[src/rtl/instr_encoder.sv]
// Purpose: packs decoded RV32I fields into a legal instruction word, tags it with an IMEM byte address.
// Latency: a request accepted in cycle N is at the queue head in cycle N+1 when the queue is empty.
// Backpressure: 2-entry output queue; in_ready is low only when both entries are full.
module instr_encoder #(
   parameter int                ADDR_W    = 32,
   parameter logic [ADDR_W-1:0] BASE_ADDR = '0
) (
   input  logic              clk,
   input  logic              reset,
   input  logic              in_valid,
   output logic              in_ready,
   input  logic [2:0]        fmt,
   input  logic [3:0]        alu_op,
   input  logic [4:0]        rd,
   input  logic [4:0]        rs1,
   input  logic [4:0]        rs2,
   input  logic [31:0]       imm,
   output logic              out_valid,
   input  logic              out_ready,
   output logic [31:0]       out_instr,
   output logic [ADDR_W-1:0] out_addr,
   output logic              out_illegal,
   output logic [15:0]       n_illegal
);

   localparam logic [31:0] NOP = 32'h0000_0013;

   localparam logic [2:0] FMT_R      = 3'd0;
   localparam logic [2:0] FMT_I      = 3'd1;
   localparam logic [2:0] FMT_LOAD   = 3'd2;
   localparam logic [2:0] FMT_STORE  = 3'd3;
   localparam logic [2:0] FMT_BRANCH = 3'd4;
   localparam logic [2:0] FMT_JAL    = 3'd5;
   localparam logic [2:0] FMT_LUI    = 3'd6;

   localparam logic [3:0] ALU_ADD = 4'h0;
   localparam logic [3:0] ALU_SUB = 4'h1;
   localparam logic [3:0] ALU_XOR = 4'h2;
   localparam logic [3:0] ALU_OR  = 4'h3;
   localparam logic [3:0] ALU_AND = 4'h4;
   localparam logic [3:0] ALU_SLL = 4'h5;
   localparam logic [3:0] ALU_SRL = 4'h6;
   localparam logic [3:0] ALU_BEQ = 4'h7;
   localparam logic [3:0] ALU_BNE = 4'h8;
   localparam logic [3:0] ALU_SLT = 4'h9;
   localparam logic [3:0] ALU_SRA = 4'hA;
   localparam logic [3:0] ALU_BLT = 4'hC;
   localparam logic [3:0] ALU_BGE = 4'hD;

   logic [2:0]  alu_f3;
   logic        alu_alt;
   logic        alu_ok;
   logic        alu_shift;
   logic [2:0]  br_f3;
   logic        br_ok;
   logic [6:0]  funct7;
   logic        imm12_ok, imm13_ok, imm21_ok, shamt_ok, upper_ok;
   logic [31:0] enc_word;
   logic        enc_bad;

   logic [1:0]  count;
   logic [31:0] head_instr, tail_instr;
   logic        head_ill, tail_ill;
   logic        do_push, do_pop;

   // Range checks: a value fits a signed N-bit field when all bits above N-1 copy its sign bit.
   assign imm12_ok = (imm[31:11] == {21{imm[11]}});
   assign imm13_ok = (imm[31:12] == {20{imm[12]}}) && !imm[0];
   assign imm21_ok = (imm[31:20] == {12{imm[20]}}) && !imm[0];
   assign shamt_ok = (imm[31:5] == 27'd0);
   assign upper_ok = (imm[11:0] == 12'd0);
   assign funct7   = alu_alt ? 7'h20 : 7'h00;

   // Map the ALU_ctrl code onto ALU funct3/funct7 and branch funct3, flagging codes with no mapping.
   always_comb begin
      alu_f3    = 3'd0;
      alu_alt   = 1'b0;
      alu_ok    = 1'b1;
      alu_shift = 1'b0;
      case (alu_op)
         ALU_ADD: alu_f3 = 3'd0;
         ALU_SUB: begin alu_f3 = 3'd0; alu_alt = 1'b1; end
         ALU_SLL: begin alu_f3 = 3'd1; alu_shift = 1'b1; end
         ALU_SLT: alu_f3 = 3'd2;
         ALU_XOR: alu_f3 = 3'd4;
         ALU_SRL: begin alu_f3 = 3'd5; alu_shift = 1'b1; end
         ALU_SRA: begin alu_f3 = 3'd5; alu_shift = 1'b1; alu_alt = 1'b1; end
         ALU_OR:  alu_f3 = 3'd6;
         ALU_AND: alu_f3 = 3'd7;
         default: alu_ok = 1'b0;
      endcase
      br_f3 = 3'd0;
      br_ok = 1'b1;
      case (alu_op)
         ALU_BEQ: br_f3 = 3'd0;
         ALU_BNE: br_f3 = 3'd1;
         ALU_BLT: br_f3 = 3'd4;
         ALU_BGE: br_f3 = 3'd5;
         default: br_ok = 1'b0;
      endcase
   end

   // Assemble the word for the requested format; any illegal combination collapses to a NOP.
   always_comb begin
      enc_word = NOP;
      enc_bad  = 1'b0;
      case (fmt)
         FMT_R: begin
            enc_word = {funct7, rs2, rs1, alu_f3, rd, 7'b0110011};
            enc_bad  = !alu_ok;
         end
         FMT_I: begin
            if (alu_shift) begin
               enc_word = {funct7, imm[4:0], rs1, alu_f3, rd, 7'b0010011};
               enc_bad  = !shamt_ok;
            end else begin
               enc_word = {imm[11:0], rs1, alu_f3, rd, 7'b0010011};
               enc_bad  = !alu_ok || (alu_op == ALU_SUB) || !imm12_ok;
            end
         end
         FMT_LOAD: begin
            enc_word = {imm[11:0], rs1, 3'b010, rd, 7'b0000011};
            enc_bad  = (alu_op != ALU_ADD) || !imm12_ok;
         end
         FMT_STORE: begin
            enc_word = {imm[11:5], rs2, rs1, 3'b010, imm[4:0], 7'b0100011};
            enc_bad  = (alu_op != ALU_ADD) || !imm12_ok;
         end
         FMT_BRANCH: begin
            enc_word = {imm[12], imm[10:5], rs2, rs1, br_f3, imm[4:1], imm[11], 7'b1100011};
            enc_bad  = !br_ok || !imm13_ok;
         end
         FMT_JAL: begin
            // alu_op carries no meaning for JAL and is not checked
            enc_word = {imm[20], imm[10:1], imm[11], imm[19:12], rd, 7'b1101111};
            enc_bad  = !imm21_ok;
         end
         FMT_LUI: begin
            enc_word = {imm[31:12], rd, 7'b0110111};
            enc_bad  = !upper_ok;
         end
         default: begin
            enc_word = {imm[31:12], rd, 7'b0010111};
            enc_bad  = !upper_ok;
         end
      endcase
      if (enc_bad) enc_word = NOP;
   end

   // in_ready depends only on registered occupancy, never on out_ready in the same cycle.
   assign in_ready    = (count != 2'd2);
   assign out_valid   = (count != 2'd0);
   assign out_instr   = head_instr;
   assign out_illegal = head_ill;
   assign do_push     = in_valid && in_ready;
   assign do_pop      = out_valid && out_ready;

   // Two-entry FIFO, IMEM address counter and saturating illegal-request counter.
   always_ff @(posedge clk or negedge reset) begin
      if (!reset) begin
         count      <= 2'd0;
         head_instr <= 32'd0;
         head_ill   <= 1'b0;
         tail_instr <= 32'd0;
         tail_ill   <= 1'b0;
         out_addr   <= BASE_ADDR;
         n_illegal  <= 16'd0;
      end else begin
         if (do_push && do_pop) begin
            // only possible with one entry held: the new word replaces the departing head
            head_instr <= enc_word;
            head_ill   <= enc_bad;
         end else if (do_push) begin
            if (count == 2'd0) begin
               head_instr <= enc_word;
               head_ill   <= enc_bad;
            end else begin
               tail_instr <= enc_word;
               tail_ill   <= enc_bad;
            end
            count <= count + 2'd1;
         end else if (do_pop) begin
            head_instr <= tail_instr;
            head_ill   <= tail_ill;
            count      <= count - 2'd1;
         end
         if (do_pop) out_addr <= out_addr + ADDR_W'(4);
         if (do_push && enc_bad && (n_illegal != 16'hFFFF)) n_illegal <= n_illegal + 16'd1;
      end
   end

endmodule

[config.mk]
export PLATFORM = sky130hd
export DESIGN_NAME = instr_encoder
export DESIGN_NICKNAME = d
export VERILOG_FILES = /design/src/rtl/instr_encoder.sv
export SDC_FILE = /design/constraint.sdc
export NUM_CORES = 1
export LEC_CHECK = 0
export BUFFER_PORTS_ARGS = -buffer_cell sky130_fd_sc_hd__clkbuf_2
export CORE_MARGIN = 8
export CORE_UTILIZATION = 47
export CTS_CLUSTER_SIZE = 20
export DETAILED_ROUTE_END_ITERATION = 6
export PLACE_DENSITY = 0.81
export SLEW_MARGIN = 15
export SYNTH_ARGS = -nofsm -noshare
export SYNTH_HDL_FRONTEND = slang
export SYNTH_SLANG_ARGS = --single-unit
[constraint.sdc]
create_clock -name clk -period 2.9 [get_ports clk]
set_input_delay 0.145 -clock clk [delete_from_list [all_inputs] [get_ports clk]]
set_output_delay 0.145 -clock clk [all_outputs]
set_load 0.1 [all_outputs]
# Yosys cells after proc, flatten, opt, wreduce, memory -nomap -nowiden

Index checks and enable logic that the tools add are counted.

Add/sub/neg operators: 4
Eq/ne operators: 24
Multiplexer cells: 22
Bitwise logic cells: 2
Reductions and logical operators: 37

Operator list:

| cell                    | number |
|---|---|
| $pmux W32 S7            | 1 |
| $mux W32                | 6 |
| $add A32 B3 Y32 const B | 1 |
| $logic_not A27 Y1       | 1 |
| $eq A20 B20 Y1          | 1 |
| $eq A4 B4 Y1 const B    | 5 |
| $eq A19 B19 Y1          | 1 |
| $pmux W3 S6             | 1 |
| $add A16 B1 Y16 const B | 1 |
| $eq A4 B3 Y1 const B    | 4 |
| $ne A16 B16 Y1 const B  | 1 |
| $logic_not A12 Y1       | 1 |
| $eq A11 B11 Y1          | 1 |
| $eq A3 B3 Y1 const B    | 3 |
| $mux W1                 | 9 |
| $pmux W3 S3             | 1 |
| $reduce_or A9 Y1        | 1 |
| $eq A4 B2 Y1 const B    | 2 |
| $logic_not A1 Y1        | 8 |
| $logic_and A1 B1 Y1     | 7 |
| $eq A3 B2 Y1 const B    | 2 |
| $mux W6                 | 1 |
| $reduce_or A2 Y1        | 3 |
| $pmux W1 S5             | 1 |
| 19 further kinds        | 26 |

Flip-flop bits (word level): 116
Input port bits: 58
Output and inout bits: 83
Logic and storage cells: 96

# Depth between registers and ports, before layout

Depth after elaboration: 12
Depth in mapped cells: 11
Mapped depth without buffers: 8

# Worst setup path before layout

No wires, ideal clock.

Kind: reg2reg
From: register count[0]
To: register tail_instr[21]
Library setup time: 0.096 ns
Arrival time: 2.757 ns
Required time: 2.804 ns
Path slack: 0.047 ns
Stages on the path, launching flop included: 8
Buffers on the path: 1
Period minus slack after synthesis: 2.853 ns
Cells stage by stage: dfrtp_1 > nand2b_1 > nand2_1 > clkinv_1 > ha_1 > nand3b_1 > clkbuf_1 > o31ai_1

Word-level cells in the longest chain between the ends: 5
Elaborated cells on any way between the ends: 9
Those cells by class: eq/ne: 1; bitwise: 2; reduce/logical: 6

RTL lines:

| element                                | line | text |
|---|---|---|
| from (decl)                            | 61   | `logic [1:0] count;` |
| from (signal assigned)                 | 181  | `count <= count + 2'd1;` |
| from (signal assigned)                 | 185  | `count <= count - 2'd1;` |
| $ne A2 B2 Y1 (*)                       | 151  | `assign in_ready = (count != 2'd2);` |
| net in_ready                           | 11   | `output logic in_ready,` |
| $logic_and A1 B1 Y1 (*)                | 155  | `assign do_push = in_valid && in_ready;` |
| $logic_and A1 B1 Y1                    | 169  | `if (do_push && do_pop) begin` |
| $not A1 Y1 (no source line)            | --   |  |
| $reduce_and A3 Y1 (no source line) (*) | --   |  |
| to (signal assigned)                   | 178  | `tail_instr <= enc_word;` |
| to (decl)                              | 62   | `logic [31:0] head_instr, tail_instr;` |

The timed path passes the listed nets; every way through them passes the cells marked *.
A chain may end at the register's enable or synchronous reset.

# Final worst setup path

From: register n_illegal[7]
To: register n_illegal[15]

Word-level cells in the longest chain between the ends: 2
Elaborated cells on any way between the ends: 3
Those cells by class: add/sub: 1; eq/ne: 1; reduce/logical: 1

RTL lines:

| element                                                                 | line | text |
|---|---|---|
| from (decl)                                                             | 23   | `output logic [15:0] n_illegal` |
| from (signal assigned)                                                  | 188  | `if (do_push && enc_bad && (n_illegal != 16'hFFFF)) n_illegal <= n_illegal + 16'd1;` |
| parallel branches: the longest is 2 deep, another holds $add A16 B1 Y16 | --   |  |

Several ways; the timed one is not identified.

==> key figures <==
Pwr
  • Leakage: 0.00335 uW
  • Power density over the cells: 1060 mW/mm2
  • Peak supply drop: 0.510 mV

GRT
  • Overall Global Routing Usage: 19.4%
  • Pin count of the biggest net entering global routing: 59
  • Grt ovf: 0
  • Vias in the first global route: 5022
  • Initial antenna violation count: 0
  • First-pass GRT wire length: 25.6 mm

STA
  • Final Hold Slack: 0.163 ns
  • Least-Margin Pin Slew: 0.688 ns
  • Fin crit share: 87.1%
  • Endpoints failing hold: 0
  • Unrepaired setup endpoints after global routing: no
  • Endpoints failing setup: 0
  • Tmin final: 2.53 ns
  • Max Clk Rate: 0.396 GHz
  • Pins over their slew limit: 0
  • Clock skew: 0.00469 ns
  • Setup_tns: 0 ns
  • Rel. slew slack: 54.0%

Layout
  • Nets: 835
  • Proportion of layout cells with a drive suffix above 1: 22.5%
  • Area Overhead vs Synth: 19.8%
  • Filler-free cell count of the finished design: 945
  • # diodes: 0

Clock tree
  • Clock sink count: 112
  • # hold bufs at CTS: 1
  • Cts repair resizes: 0
  • Worst-path clk slew: 0.07 ns
  • H-tree Lvls: 3
  • CTS Buf Count: 9
  • Root Buffer: clkbuf_16
  • CTS tree: yes
  • Post-CTS Setup Inserts: 0
  • Clk Latency, worst-skew pair: 0.34 ns
  • CTS max path bufs: 2

Worst setup path
  • CP max FO: 5
  • Worst R2R Path Depth: 8
  • R2R Path Start: n_illegal[7]
  • Critical Path Source: n_illegal[7]
  • Reg2reg setup slack: 0.37 ns
  • Max stage delay on crit path: 0.61 ns
  • Critical Path RT: 3.12 ns
  • CP cell instances: and3_1, and3_1, and3_1, nand3_1, nor2_1, nor3b_1, nand4_1, xnor2_1
  • CP startpoint kind: register
  • Crit Path Category: reg2reg
  • CP Capture Type: register
  • Setup crit end: n_illegal[15]
  • Worst r2r dst: n_illegal[15]
  • Arrival @ worst endpoint: 2.75 ns
  • Critical-path top delay cell: nor3b_1
  • CP most frequent cell: and3_1

Drt
  • Via count: 5250
  • Vias per cell: 5.56
  • Met3 WL: 1.22 mm
  • DRT iter0 DRCs: 545
  • Routed WL per cell: 16.6 um
  • Max Used Layer: met4
  • Drc violations: 0
  • Met1 Wirelength: 7.20 mm
  • ANT nets after route: 0
  • DR WL met2: 7.08 mm
  • WL final: 15.7 mm
  • Drt first pass iters: 5

Floorplanning
  • Die width: 127 um
  • Die Y: 127 um
  • Core Area: 0.0121 mm2
  • Starting Density: 48.4%
  • I/O pin total: 141
  • Die area: 0.0162 mm2
  • # rows: 40

Synth
  • Syn_area_per_cell: 9.05 um2
  • Share of the synthesized area in the top cell type: 48.0%
  • Top post-synthesis cells by area: dfrtp_1 48%, nand2_1 6.0%, xnor2_1 4.8%, a21oi_1 4.5%, o21ai_0 4.2%
  • Ys async rst share: 100%
  • EDFF count, synth: 0
  • Most frequent cells after synthesis: 112 x dfrtp_1, 93 x nand2_1, 53 x a21oi_1
  • Most common cell in the netlist: dfrtp_1
  • Unique masters post-synth: 53
  • Register area share after synthesis: 48.0%
  • Synthesized instance count: 645
  • Warnings from Yosys: 0
  • Synth Cell Area: 0.00584 mm2
  • Ys flop type: dfrtp_1
  • Top cell type by total area after synthesis: dfrtp_1
  • Synthesized flop and latch total: 112

Run
  • MaxCap Viol Count: 0

Place
  • Placed cells: 929
  • PortBufs: 138
  • DPL Wire Length: 11.6 mm
  • Routability cong.: 0.922

Run status
  • Outcome: finished, final reports clean

Hold path
  • Worst Hold Class: in2reg
## cells by family (layout without fill, tap and decap cells)
| group | after synthesis | after routing | synth area share [%] |
|---|---|---|---|
| other cells | 1 | 2 | 0.0642 |
| buf+inv | 46 | 177 | 3.45 |
| mux | 9 | 9 | 1.61 |
| simple gates | 263 | 263 | 22.1 |
| xor+xnor | 45 | 45 | 6.75 |
| compound gates | 165 | 165 | 17.1 |
| fa+ha+maj | 4 | 4 | 0.857 |
| flops | 112 | 112 | 48.0 |
## placed cells by master, fill, tap and decap left out, types with 4 or more instances in the layout
cell / synthesis / routed
a21o_1: 7 / 7
nand2_1: 93 / 93
dfrtp_1: 112 / 112
and3_1: 26 / 26
or2_1: 7 / 7
a21oi_1: 53 / 52
xor2_1: 13 / 13
o31ai_1: 16 / 16
nor2b_1: 7 / 7
nor4_1: 5 / 5
inv_1: 8 / 8
buf_4: 3 / 14
or3_1: 13 / 13
clkbuf_16: 0 / 9
a221oi_1: 5 / 5
nor3_1: 11 / 11
nand2b_1: 9 / 9
nand4_1: 18 / 18
and2_1: 4 / 4
mux2i_1: 6 / 6
o21ai_0: 49 / 49
a22oi_1: 14 / 14
nand3_1: 18 / 18
clkbuf_2: 0 / 137
ha_1: 4 / 4
nor2_1: 41 / 41
a31oi_1: 5 / 5
xnor2_1: 32 / 32
## power by group
group / switching [uW] / internal [uW] / leakage, uW
logic: 3250 / 671 / 0.00173
clock network: 533 / 650 / 0.000142
registers: 309 / 2010 / 0.00148
total: 4090 / 3330 / 0.00335
## how the worst min path moves through the flow
stage            from            end  slack, ns  depth (start not counted)
5_1_grt        rs1[2]  out_instr[17]       0.19                          4
6_report       rs1[2]  out_instr[17]       0.16                          4
2_1_floorplan   reset       count[0]      -0.15                          0
3_3_place_gp    reset   out_addr[12]       0.15                          1
3_5_place_dp    reset   out_addr[13]       0.16                          1
4_1_cts        rs1[2]  out_instr[17]       0.15                          4
## area by class of cell
class                   instances  area, um2
clock inverters                 2       13.8
multi-input cells             488       2840
repair buffers                153        821
well taps                     168        210
flip-flops and latches        112       2800
fillers                      1093       5070
clock buffers                  13        270
inverters                       9       33.8
## sequential cells by signal, indices dropped and copies added (netlist names)
signal,flops
tail_instr,31
out_addr,30
count,2
tail_ill,1
n_illegal,16
out_illegal,1
out_instr,31
## metal layers
metal,vias up,GRT usage [%]
li1,2545,-
met4,0,5.95
met2,205,29.7
met1,2480,26.5
met5,-,0
met3,20,4.53
## stage by stage
step / total power (uW) / worst slack, ns / instance area, um2 / util [%]
after floorplan: 5490 / 0.0470 / 5840 / -
after global placement: 6240 / 0.430 / 6700 / 55.5
after detailed placement: 6290 / 0.407 / 6700 / 55.5
after CTS: 7480 / 0.405 / 6990 / 58.0
after global routing: 7780 / 0.229 / 6990 / 58.0
final: 7420 / 0.373 / 6990 / 58.0
## worst max-delay path, delay by kind of cell, from the launching register on
family        cells  cell delay [ns]
xor+xnor          1             0.16
flops             1             0.43
simple gates      7             1.83
No activity file was read; power rests on OpenSTA's default activity.
